<file path="src/rtl/fifo_arb_pkg.sv">
// Shared definitions for the FIFO write-port arbiter.
// Contents:
//   arb_state_e     - arbiter FSM state encoding
//   DEF_*           - default parameter values for requester count, word width
//                     and write attempts per word
//   wrap_inc        - increment an index modulo a count (round-robin pointer step)
package fifo_arb_pkg;

    typedef enum logic [1:0] {
        IDLE  = 2'd0,
        WRITE = 2'd1,
        CHECK = 2'd2,
        HOLD  = 2'd3
    } arb_state_e;

    localparam int DEF_NUM_REQ    = 4;
    localparam int DEF_FIFO_WIDTH = 16;
    localparam int DEF_RETRY_MAX  = 3;

    function automatic int wrap_inc(input int cur, input int n);
        return (cur + 1 >= n) ? 0 : cur + 1;
    endfunction

endpackage

</file>
<file path="src/rtl/fifo_wr_arbiter_if.sv">
// Bundle of requester-side and FIFO-side signals of the write arbiter.
// Modports:
//   slave  - the arbiter: reads requests and FIFO responses, drives grants,
//            FIFO write strobe/data, status and counters
//   master - the environment (requesters + FIFO): the opposite directions
interface fifo_wr_arbiter_if
    import fifo_arb_pkg::*;
#(
    parameter int NUM_REQ    = DEF_NUM_REQ,
    parameter int FIFO_WIDTH = DEF_FIFO_WIDTH
);
    localparam int IDX_W = $clog2(NUM_REQ);

    logic [NUM_REQ-1:0]            req_valid;
    logic [NUM_REQ*FIFO_WIDTH-1:0] req_data;
    logic [NUM_REQ-1:0]            req_ready;
    logic [NUM_REQ-1:0]            req_drop;
    logic                          fifo_wr_en;
    logic [FIFO_WIDTH-1:0]         fifo_data_in;
    logic                          fifo_full;
    logic                          fifo_wr_ack;
    logic                          fifo_overflow;
    logic [IDX_W-1:0]              grant_id;
    logic                          busy;
    logic [15:0]                   accept_cnt;
    logic [7:0]                    drop_cnt;

    modport slave (
        input  req_valid, req_data, fifo_full, fifo_wr_ack, fifo_overflow,
        output req_ready, req_drop, fifo_wr_en, fifo_data_in, grant_id, busy,
               accept_cnt, drop_cnt
    );

    modport master (
        output req_valid, req_data, fifo_full, fifo_wr_ack, fifo_overflow,
        input  req_ready, req_drop, fifo_wr_en, fifo_data_in, grant_id, busy,
               accept_cnt, drop_cnt
    );

endinterface

</file>
<file path="src/rtl/rr_arbiter.sv">
// Combinational rotating-priority pick.
// Ports:
//   req          in   NUM_REQ  request vector
//   ptr          in   IDX_W    highest-priority index this cycle
//   grant_onehot out  NUM_REQ  one-hot winner (zero when no request)
//   grant_idx    out  IDX_W    winner index (zero when no request)
//   any_grant    out  1        at least one request present
module rr_arbiter #(
    parameter  int NUM_REQ = 4,
    localparam int IDX_W   = $clog2(NUM_REQ)
) (
    input  logic [NUM_REQ-1:0] req,
    input  logic [IDX_W-1:0]   ptr,
    output logic [NUM_REQ-1:0] grant_onehot,
    output logic [IDX_W-1:0]   grant_idx,
    output logic               any_grant
);

    // Walk from the farthest offset back to the pointer so the last hit kept
    // is the first requester at or after the pointer.
    always_comb begin : pick
        int idx;
        idx       = 0;
        grant_idx = '0;
        for (int k = NUM_REQ - 1; k >= 0; k--) begin
            idx = int'(ptr) + k;
            if (idx >= NUM_REQ) begin
                idx = idx - NUM_REQ;
            end
            if (req[IDX_W'(idx)]) begin
                grant_idx = IDX_W'(idx);
            end
        end
    end

    assign any_grant = |req;

    generate
        for (genvar gi = 0; gi < NUM_REQ; gi++) begin : g_onehot
            assign grant_onehot[gi] = any_grant && (grant_idx == IDX_W'(gi));
        end
    endgenerate

endmodule

</file>
<file path="src/rtl/fifo_wr_arbiter.sv">
// Round-robin arbiter sharing one FIFO write port between NUM_REQ requesters.
// The winner's word is latched, written for one cycle, and the FIFO's
// registered response is checked the following cycle; a failed write is
// retried (waiting out fifo_full) up to RETRY_MAX attempts, then dropped.
// Ports:
//   clk  in  clock, rising edge
//   rst  in  synchronous active-high reset
//   bus  fifo_wr_arbiter_if.slave: req_valid/req_data/req_ready/req_drop,
//        fifo_wr_en/fifo_data_in/fifo_full/fifo_wr_ack/fifo_overflow,
//        grant_id, busy, accept_cnt (wrapping), drop_cnt (saturating)
module fifo_wr_arbiter
    import fifo_arb_pkg::*;
#(
    parameter int NUM_REQ    = DEF_NUM_REQ,
    parameter int FIFO_WIDTH = DEF_FIFO_WIDTH,
    parameter int RETRY_MAX  = DEF_RETRY_MAX
) (
    input  logic              clk,
    input  logic              rst,
    fifo_wr_arbiter_if.slave  bus
);

    localparam int IDX_W = $clog2(NUM_REQ);
    localparam int RW    = $clog2(RETRY_MAX + 1);

    arb_state_e state_reg, state_next;

    logic [FIFO_WIDTH-1:0] req_words [NUM_REQ];
    logic [NUM_REQ-1:0]    win_onehot;
    logic [IDX_W-1:0]      win_idx;
    logic                  win_any;

    logic [FIFO_WIDTH-1:0] data_reg;
    logic [IDX_W-1:0]      grant_reg;
    logic [NUM_REQ-1:0]    grant_oh_reg;
    logic [IDX_W-1:0]      ptr_reg;
    logic [RW-1:0]         retry_reg;
    logic [NUM_REQ-1:0]    ready_reg;
    logic [NUM_REQ-1:0]    drop_reg;
    logic [15:0]           accept_cnt_reg;
    logic [7:0]            drop_cnt_reg;
    logic                  wr_en;
    logic                  busy;

    generate
        for (genvar gi = 0; gi < NUM_REQ; gi++) begin : g_words
            assign req_words[gi] = bus.req_data[gi*FIFO_WIDTH +: FIFO_WIDTH];
        end
    endgenerate

    rr_arbiter #(.NUM_REQ(NUM_REQ)) u_rr (
        .req          (bus.req_valid),
        .ptr          (ptr_reg),
        .grant_onehot (win_onehot),
        .grant_idx    (win_idx),
        .any_grant    (win_any)
    );

    logic start;
    logic ack;
    logic fail;
    logic retry_last;
    logic [IDX_W-1:0] ptr_after;

    assign start      = (state_reg == IDLE) && win_any && !bus.fifo_full;
    // An ack wins even if overflow is raised alongside it.
    assign ack        = bus.fifo_wr_ack;
    assign fail       = bus.fifo_overflow || !bus.fifo_wr_ack;
    assign retry_last = (retry_reg == RW'(RETRY_MAX - 1));
    assign ptr_after  = IDX_W'(wrap_inc(int'(grant_reg), NUM_REQ));

    always_ff @(posedge clk) begin
        if (rst) begin
            state_reg <= IDLE;
        end else begin
            state_reg <= state_next;
        end
    end

    always_comb begin
        state_next = state_reg;
        case (state_reg)
            IDLE:  if (start) state_next = WRITE;
            WRITE: state_next = CHECK;
            CHECK: begin
                if (ack) begin
                    state_next = IDLE;
                end else if (fail) begin
                    state_next = retry_last ? IDLE : HOLD;
                end
            end
            HOLD:  if (!bus.fifo_full) state_next = WRITE;
            default: state_next = IDLE;
        endcase
    end

    always_comb begin
        wr_en = (state_reg == WRITE);
        busy  = (state_reg != IDLE);
    end

    always_ff @(posedge clk) begin
        if (rst) begin
            data_reg       <= '0;
            grant_reg      <= '0;
            grant_oh_reg   <= '0;
            ptr_reg        <= '0;
            retry_reg      <= '0;
            ready_reg      <= '0;
            drop_reg       <= '0;
            accept_cnt_reg <= '0;
            drop_cnt_reg   <= '0;
        end else begin
            ready_reg <= '0;
            drop_reg  <= '0;
            if (start) begin
                data_reg     <= req_words[win_idx];
                grant_reg    <= win_idx;
                grant_oh_reg <= win_onehot;
                retry_reg    <= '0;
            end
            if (state_reg == CHECK) begin
                if (ack) begin
                    ready_reg      <= grant_oh_reg;
                    accept_cnt_reg <= accept_cnt_reg + 16'd1;
                    ptr_reg        <= ptr_after;
                end else if (fail) begin
                    if (retry_last) begin
                        drop_reg  <= grant_oh_reg;
                        ptr_reg   <= ptr_after;
                        retry_reg <= '0;
                        if (drop_cnt_reg != 8'hFF) begin
                            drop_cnt_reg <= drop_cnt_reg + 8'd1;
                        end
                    end else begin
                        retry_reg <= retry_reg + 1'b1;
                    end
                end
            end
        end
    end

    assign bus.req_ready    = ready_reg;
    assign bus.req_drop     = drop_reg;
    assign bus.fifo_wr_en   = wr_en;
    assign bus.fifo_data_in = data_reg;
    assign bus.grant_id     = grant_reg;
    assign bus.busy         = busy;
    assign bus.accept_cnt   = accept_cnt_reg;
    assign bus.drop_cnt     = drop_cnt_reg;

endmodule
</file>
<file path="src/flat_wrapper.sv">
// flat-port wrapper written by rule: the top's interface ports become plain ports
module fifo_wr_arbiter_flat import fifo_arb_pkg::*;
#(
    parameter int NUM_REQ    = DEF_NUM_REQ,
    parameter int FIFO_WIDTH = DEF_FIFO_WIDTH,
    parameter int RETRY_MAX  = DEF_RETRY_MAX
)
  (clk, rst, bus_req_valid, bus_req_data, bus_fifo_full, bus_fifo_wr_ack, bus_fifo_overflow, bus_req_ready, bus_req_drop, bus_fifo_wr_en, bus_fifo_data_in, bus_grant_id, bus_busy, bus_accept_cnt, bus_drop_cnt);
  fifo_wr_arbiter_if #(.NUM_REQ(NUM_REQ), .FIFO_WIDTH(FIFO_WIDTH)) bus_i ();
  input  logic clk;
  input  logic rst;
  input wire logic [$bits(bus_i.req_valid)-1:0] bus_req_valid;
  input wire logic [$bits(bus_i.req_data)-1:0] bus_req_data;
  input wire logic [$bits(bus_i.fifo_full)-1:0] bus_fifo_full;
  input wire logic [$bits(bus_i.fifo_wr_ack)-1:0] bus_fifo_wr_ack;
  input wire logic [$bits(bus_i.fifo_overflow)-1:0] bus_fifo_overflow;
  output wire logic [$bits(bus_i.req_ready)-1:0] bus_req_ready;
  output wire logic [$bits(bus_i.req_drop)-1:0] bus_req_drop;
  output wire logic [$bits(bus_i.fifo_wr_en)-1:0] bus_fifo_wr_en;
  output wire logic [$bits(bus_i.fifo_data_in)-1:0] bus_fifo_data_in;
  output wire logic [$bits(bus_i.grant_id)-1:0] bus_grant_id;
  output wire logic [$bits(bus_i.busy)-1:0] bus_busy;
  output wire logic [$bits(bus_i.accept_cnt)-1:0] bus_accept_cnt;
  output wire logic [$bits(bus_i.drop_cnt)-1:0] bus_drop_cnt;
  assign bus_i.req_valid = bus_req_valid;
  assign bus_i.req_data = bus_req_data;
  assign bus_i.fifo_full = bus_fifo_full;
  assign bus_i.fifo_wr_ack = bus_fifo_wr_ack;
  assign bus_i.fifo_overflow = bus_fifo_overflow;
  assign bus_req_ready = bus_i.req_ready;
  assign bus_req_drop = bus_i.req_drop;
  assign bus_fifo_wr_en = bus_i.fifo_wr_en;
  assign bus_fifo_data_in = bus_i.fifo_data_in;
  assign bus_grant_id = bus_i.grant_id;
  assign bus_busy = bus_i.busy;
  assign bus_accept_cnt = bus_i.accept_cnt;
  assign bus_drop_cnt = bus_i.drop_cnt;
  fifo_wr_arbiter #(.NUM_REQ(NUM_REQ), .FIFO_WIDTH(FIFO_WIDTH), .RETRY_MAX(RETRY_MAX)) u_core (.clk(clk), .rst(rst), .bus(bus_i));
endmodule
</file>
<file path="config.mk">
export PLATFORM = sky130hd
export DESIGN_NAME = fifo_wr_arbiter_flat
export DESIGN_NICKNAME = d
export VERILOG_FILES = /design/src/rtl/fifo_arb_pkg.sv /design/src/rtl/fifo_wr_arbiter_if.sv /design/src/rtl/rr_arbiter.sv /design/src/rtl/fifo_wr_arbiter.sv /design/src/flat_wrapper.sv
export SDC_FILE = /design/constraint.sdc
export NUM_CORES = 1
export LEC_CHECK = 0
export BUFFER_PORTS_ARGS = -buffer_cell sky130_fd_sc_hd__buf_2
export CORE_ASPECT_RATIO = 0.7
export CORE_MARGIN = 5
export CORE_UTILIZATION = 49
export CTS_CLUSTER_SIZE = 20
export DETAILED_ROUTE_END_ITERATION = 10
export PLACE_DENSITY_LB_ADDON = 0.3
export SLEW_MARGIN = 20
export SYNTH_ARGS = -nofsm -noshare
export SYNTH_HDL_FRONTEND = slang
export SYNTH_HIERARCHICAL = 1
export SYNTH_SLANG_ARGS = --single-unit
</file>
<file path="constraint.sdc">
create_clock -name clk -period 2.6 [get_ports clk]
set_input_delay 0.78 -clock clk [delete_from_list [all_inputs] [get_ports clk]]
set_output_delay 0.78 -clock clk [all_outputs]
set_load 0.05 [all_outputs]
</file>
==> reports/results.txt, run 1 <==
Status - finished clean
Row cnt - 24
Final period util - 83.6%
Per-cell routed wire length - 13.2 um
Most used cell, CP - inv_1
Wirelength, routed - 7140 um
Clock-pin slew on the worst setup and hold paths - 0.06 ns
Cells after synthesis - 339
Total gr overflow - 0
Largest net degree at the start of global routing - 34
Endpoints failing hold - 0
Htree depth - 3
Port-buffer cells - 123
Crit-path max cell delay - 0.37 ns
Share of cells above drive strength 1 - 37.6%
Worst Setup End Kind - output pin
Critical path depth - 4
GR Util met3 - 7.05%
Placer Congestion - 0.855
Total CTS buffers - 9
RSZ-0062 raised after global routing - no
Die X-Extent - 105 um
Clk Latency, worst-skew pair - 0.33 ns
PwrDens - 580 mW/mm^2
Critical path class - reg2out
Post-CTS setup buffer count - 0
Post-synth net total - 419
Worst R2R Path Depth - 7
Post-layout minimum cycle time - 2.17 ns
Sw Share - 27.2%
CP max FO - 3
Hold Path Stages - 2
Final non-filler cell area - 0.00400 mm^2
Worst-Margin Slew - 0.443 ns
Skew final - 0.00842 ns
Worst-path cell chain - inv_1 > ha_1 > inv_1 > buf_2
Core footprint - 0.00619 mm^2
Final TNS setup - 0 ns
Yosys warns - 6
Drc violations - 0
Yosys cell types - 54
Placed cell area - 0.00379 mm^2
Pleak - 0.00176 uW
1st-pass router iterations - 4
Global routing usage on met1 - 20.2%
CTS sink cnt - 60
Mapped cell area - 0.00311 mm^2
Post-synth EDFFs - 0
Vias per inst - 5.19
CP required - 1.82 ns
CP Launch Type - flip-flop
Worst slew margin - 70.5%
Post-route ant nets - 0
Clock power frac - 38.9%
Hold buffer count at CTS - 0
Final Util - 64.7%
Die area - 0.00807 mm^2
CTS Buffer Depth - 2
GRT busiest layer - met2
Max VDD drop - 0.286 mV
DRT iter0 DRCs - 86
Pins Over Slew Limit - 0
Num ports - 125
Slowest cell on crit path - dfxtp_1
Top FF cell, synth - dfxtp_1
Number of max-cap violations - 0
Post-synth ARST share - 0%
Nets - 538
CTS root buf - clkbuf_8
NetSw - 632 uW
Chip height - 76.7 um
Synthesis-to-finish area growth - 28.6%
Hold crit path type - reg2reg
Register area share after synthesis - 38.6%
CP top delay family - buffers and inverters
Peak Freq - 460 MHz
Global-route wire length before repair - 12,200 um
# setup viols final - 0
Vias in the first global route - 2,767
Int Pwr - 1690 uW
Post-DP HPWL - 5540 um
Worst path bufs/invs - 3
CTS tree - done
Crit path DAT - 1.39 ns
Antenna violations before repair - 0
CTS resizes - 0
M2 GR Usage - 31.3%
Antenna diode count - 0
Yosys reg bits - 60
GRT Util Overall - 17.9%
Initial Util - 50.3%
Sequential share of power - 42.0%
Vias - 2,808
Syn avg cell area - 9.18 um^2
Logic pwr share - 19.1%
[power by group through the flow]
| stage | Sequential [uW] | Combinational, uW | Clock (uW) |
|---|---|---|---|
| after floorplan | 1090 | 227 | 0 |
| after global placement | 995 | 442 | 0 |
| after detailed placement | 996 | 449 | 0 |
| after CTS | 976 | 449 | 929 |
| after global routing | 980 | 486 | 968 |
| final | 975 | 445 | 904 |
[metal layers]
metal  share of wire (%)  wire length [um]  vias to the layer above
li1                    -                 -                     1432
met1                  42              3000                     1266
met2                  48              3440                      106
met3                 9.4               670                        4
met4                0.36                26                        0
met5                   0                 0                        -
[cells in the final DEF, fill, tap and decap left out, types with 2 or more instances in the layout]
cell	instances
a21oi_1	36
and3_1	2
mux4_2	16
nor2_1	30
buf_2	123
nand3b_1	2
a31oi_1	3
or3_1	2
nor2b_1	3
mux2i_1	2
nor3_1	10
buf_4	2
nand2b_1	3
bufinv_16	2
nand3_1	10
ha_1	7
nor4_2	3
and4_1	2
a311oi_1	2
and2_1	9
xnor2_1	9
buf_12	3
inv_1	9
xor2_1	3
clkbuf_1	2
mux2_1	2
o21ai_0	7
nand2_1	57
o21ai_1	2
clkbuf_8	10
nand4_1	4
dfxtp_1	60
[worst min-delay path, cell delays in order (launching register included)]
cell and delay [ns]:
dfxtp_1 0.31, nand2_1 0.05, a21oi_1 0.05
[through the flow]
step / power, uW / hold slack (ns) / instances / worst slack [ns]
floorplan: 1310 / 0.440 / 339 / 0.194
global placement: 1440 / 0.440 / 525 / 0.144
detailed placement: 1440 / 0.446 / 525 / 0.165
CTS: 2350 / 0.455 / 541 / 0.403
global route: 2430 / 0.475 / 541 / 0.352
finish: 2320 / 0.456 / 541 / 0.427
[cells by family (layout without fill, tap and decap cells)]
group                    Yosys count  in the layout  synth area share, %
buffers and inverters             30            154                 5.10
flip-flops                        60             60                 38.6
adder cells (fa/ha/maj)            7              7                 2.81
AND/OR/NAND/NOR                  148            148                 25.4
XOR/XNOR                          12             12                 3.38
multiplexers                      20             20                 12.9
AO/OA/AOI/OAI                     62             62                 11.7
[synth_stat cells, drive strengths merged, types with 4 or more instances]
cell type | number | area share, %
ha | 7 | 2.8
o21ai | 9 | 1.4
nor2 | 32 | 4.2
xnor2 | 9 | 2.5
a21oi | 36 | 5.8
nor3 | 12 | 2.5
nand2 | 57 | 6.9
nand4 | 5 | 1.5
and2 | 9 | 1.8
buf | 15 | 3.3
nand3 | 10 | 1.6
nor2b | 4 | 1.0
inv | 10 | 1.2
dfxtp | 60 | 39
mux4 | 16 | 12
clkbuf | 5 | 0.60
[final cells by class]
class,instances,area (um^2)
timing repair buffer,128,691
multi-input combinational,249,1760
fill,531,2180
inverter,10,37.5
clock buffer,12,145
tap,78,97.6
sequential,60,1200
clock inverter,4,72.6
[worst paths after layout]
path	from	end	slack (ns)
hold / removal	u_core/bus.fifo_data_in[4]$_SDFFE_PP0P_	u_core/bus.fifo_data_in[4]$_SDFFE_PP0P_	0.46
setup / recovery	u_core/state_reg[0]$_SDFFE_PP0P_	bus_busy	0.43
hold reg to reg	u_core/bus.fifo_data_in[4]$_SDFFE_PP0P_	u_core/bus.fifo_data_in[4]$_SDFFE_PP0P_	0.46
setup reg to reg	u_core/ptr_reg[0]$_SDFFE_PP0P_	u_core/bus.fifo_data_in[0]$_SDFFE_PP0P_	0.59
No activity file was read; power rests on OpenSTA's default activity.
==> run 2: changes to the inputs <==
CORE_UTILIZATION = 44   (was 49)
clock period = 1.7 ns   (was 2.6 ns; I/O delays follow)
==> run 2 against run 1 <==
The run now ends with setup timing left. Die area grew 10%. Clock power is 66% higher. Critical path type is now in2reg. Register-to-register slack worse by 0.71 ns. Setup slack worse by 0.55 ns.
==> reports/results.txt, run 2 (synthesis gave the netlist of run 1 again) <==
Worst-Margin Slew - 0.323 ns
Initial Util - 45.7%
Worst Setup End Kind - flip-flop
# setup viols final - 16
Reg area - 0.00122 mm^2
GR Util met3 - 6.17%
Largest net degree at the start of global routing - 26
Critical path class - in2reg
Clk Latency, worst-skew pair - 0.33 ns
CTS root buf - clkbuf_8
Antenna diode count - 0
Hold crit path type - reg2reg
GRT busiest layer - met2
Core footprint - 0.00682 mm^2
Skew final - 0.00882 ns
Area occupied by multi-input gates - 0.00188 mm^2
Max VDD drop - 0.443 mV
Final Util - 66.4%
Crit-path max cell delay - 0.51 ns
Vias - 3,037
Nets - 570
CP top delay family - multiplexers
CP required - 1.91 ns
M2 GR Usage - 31.2%
Htree depth - 3
GRT Util Overall - 17.7%
Vias per inst - 5.16
Final TNS setup - -1.57 ns
CP Launch Type - input port
CTS sink cnt - 60
Pins Over Slew Limit - 0
Number of max-cap violations - 0
Per-cell routed wire length - 14.5 um
Commonest non-fill, non-tap cells in the layout - buf_2 (120), nand2_1 (47), dfxtp_1 (47)
Global-route wire length before repair - 12,900 um
Clock-pin slew on the worst setup and hold paths - 0.06 ns
Post-layout power - 3900 uW
1st-pass router iterations - 4
Setup slack after layout - -0.127 ns
Drc violations - 0
Antenna violations before repair - 0
Status - finished with violations
Commonest non-fill, non-tap cell in the layout - buf_2
Row cnt - 25
Placer Congestion - 0.843
Synthesis-to-finish area growth - 45.4%
Chip height - 80.4 um
Die area - 0.00888 mm^2
Share of cells above drive strength 1 - 50.1%
Port-buffer cells - 123
DRT iter0 DRCs - 137
Post-layout minimum cycle time - 1.83 ns
CP max FO - 8
Slowest cell on crit path - mux4_2
Num ports - 125
Global routing usage on met1 - 20.7%
Wirelength, routed - 8520 um
PwrDens - 862 mW/mm^2
Pleak - 0.00198 uW
Peak Freq - 547 MHz
Failing checks - setup timing
Crit path DAT - 2.03 ns
Fillcell total - 588
RSZ-0062 raised after global routing - yes
Hold_ws - 0.453 ns
Die X-Extent - 111 um
Post-route ant nets - 0
Final period util - 107%
Post-DP HPWL - 6180 um
Endpoints failing hold - 0
Worst-path cell chain - buf_2 > nor2b_4 > o21ai_2 > nor3b_4 > buf_12 > buf_16 > mux4_2 > nand2_2 > a21oi_2
Vias in the first global route - 2,932
Total gr overflow - 0
CTS tree - done
CTS Buffer Depth - 2
Worst slew margin - 78.4%
Total CTS buffers - 9
Worst path bufs/invs - 3
[run 2: changes by cell type in the layout (fill, tap and decap cells not counted), sizes merged]
cell      change
bufinv        +1
clkinv        +1
clkinvlp      -1
buf          +31
[run 2: layer usage]
metal  routed length (um)  up-vias
li1                     -     1498
met5                    0        -
met4                   48        0
met1                 3650     1414
met3                  641        7
met2                 4180      118
[run 2: worst min-delay path, delay by kind of cell, from the launching register on]
| kind | cells | cell delay, ns |
|---|---|---|
| DFF | 1 | 0.30 |
| and+or+nand+nor | 1 | 0.05 |
| AOI/OAI and AO/OA | 1 | 0.05 |
[run 2: path summary, 6_finish.rpt]
path | startpoint | endpoint | slack, ns | cells after the start
worst min-delay path | u_core/bus.fifo_data_in[12]$_SDFFE_PP0P_ | u_core/bus.fifo_data_in[12]$_SDFFE_PP0P_ | 0.45 | 2
worst min register to register | u_core/bus.fifo_data_in[12]$_SDFFE_PP0P_ | u_core/bus.fifo_data_in[12]$_SDFFE_PP0P_ | 0.45 | 2
worst max-delay path | bus_req_valid[0] | u_core/bus.fifo_data_in[4]$_SDFFE_PP0P_ | -0.13 | 9
worst max register to register | u_core/ptr_reg[0]$_SDFFE_PP0P_ | u_core/bus.fifo_data_in[4]$_SDFFE_PP0P_ | -0.12 | 8
[run 2: layout make-up]
cell class / count / share of cell area, %
multi-input combinational: 249 / 41.4
inverter: 10 / 0.940
sequential: 60 / 26.9
tap: 94 / 2.60
timing repair buffer: 160 / 23.0
clock inverter: 5 / 2.21
clock buffer: 11 / 2.90
[run 2: where the power goes]
group	internal [uW]	total (uW)	switching, uW
Sequential	1460	1490	30.7
Combinational	413	919	506
Clock	970	1500	525
Total	2840	3900	1060
[run 2: stage by stage]
step                setup slack (ns)  instance area, um^2  instances
floorplan                     -0.379                 3150        339
global placement              -0.422                 4020        565
detailed placement            -0.454                 4020        565
CTS                           -0.128                 4370        586
global route                  -0.172                 4530        589
finish                        -0.127                 4530        589
[run 2: what timing repair did]
action | 4_1_cts | 5_1_grt
gates cloned | 1 | 1
pin swaps | 3 | 11
setup buffers | 4 | 2
setup endpoints to repair | 19 | 19
gates resized for setup | 16 | 34
hold buffers | 0 | 0
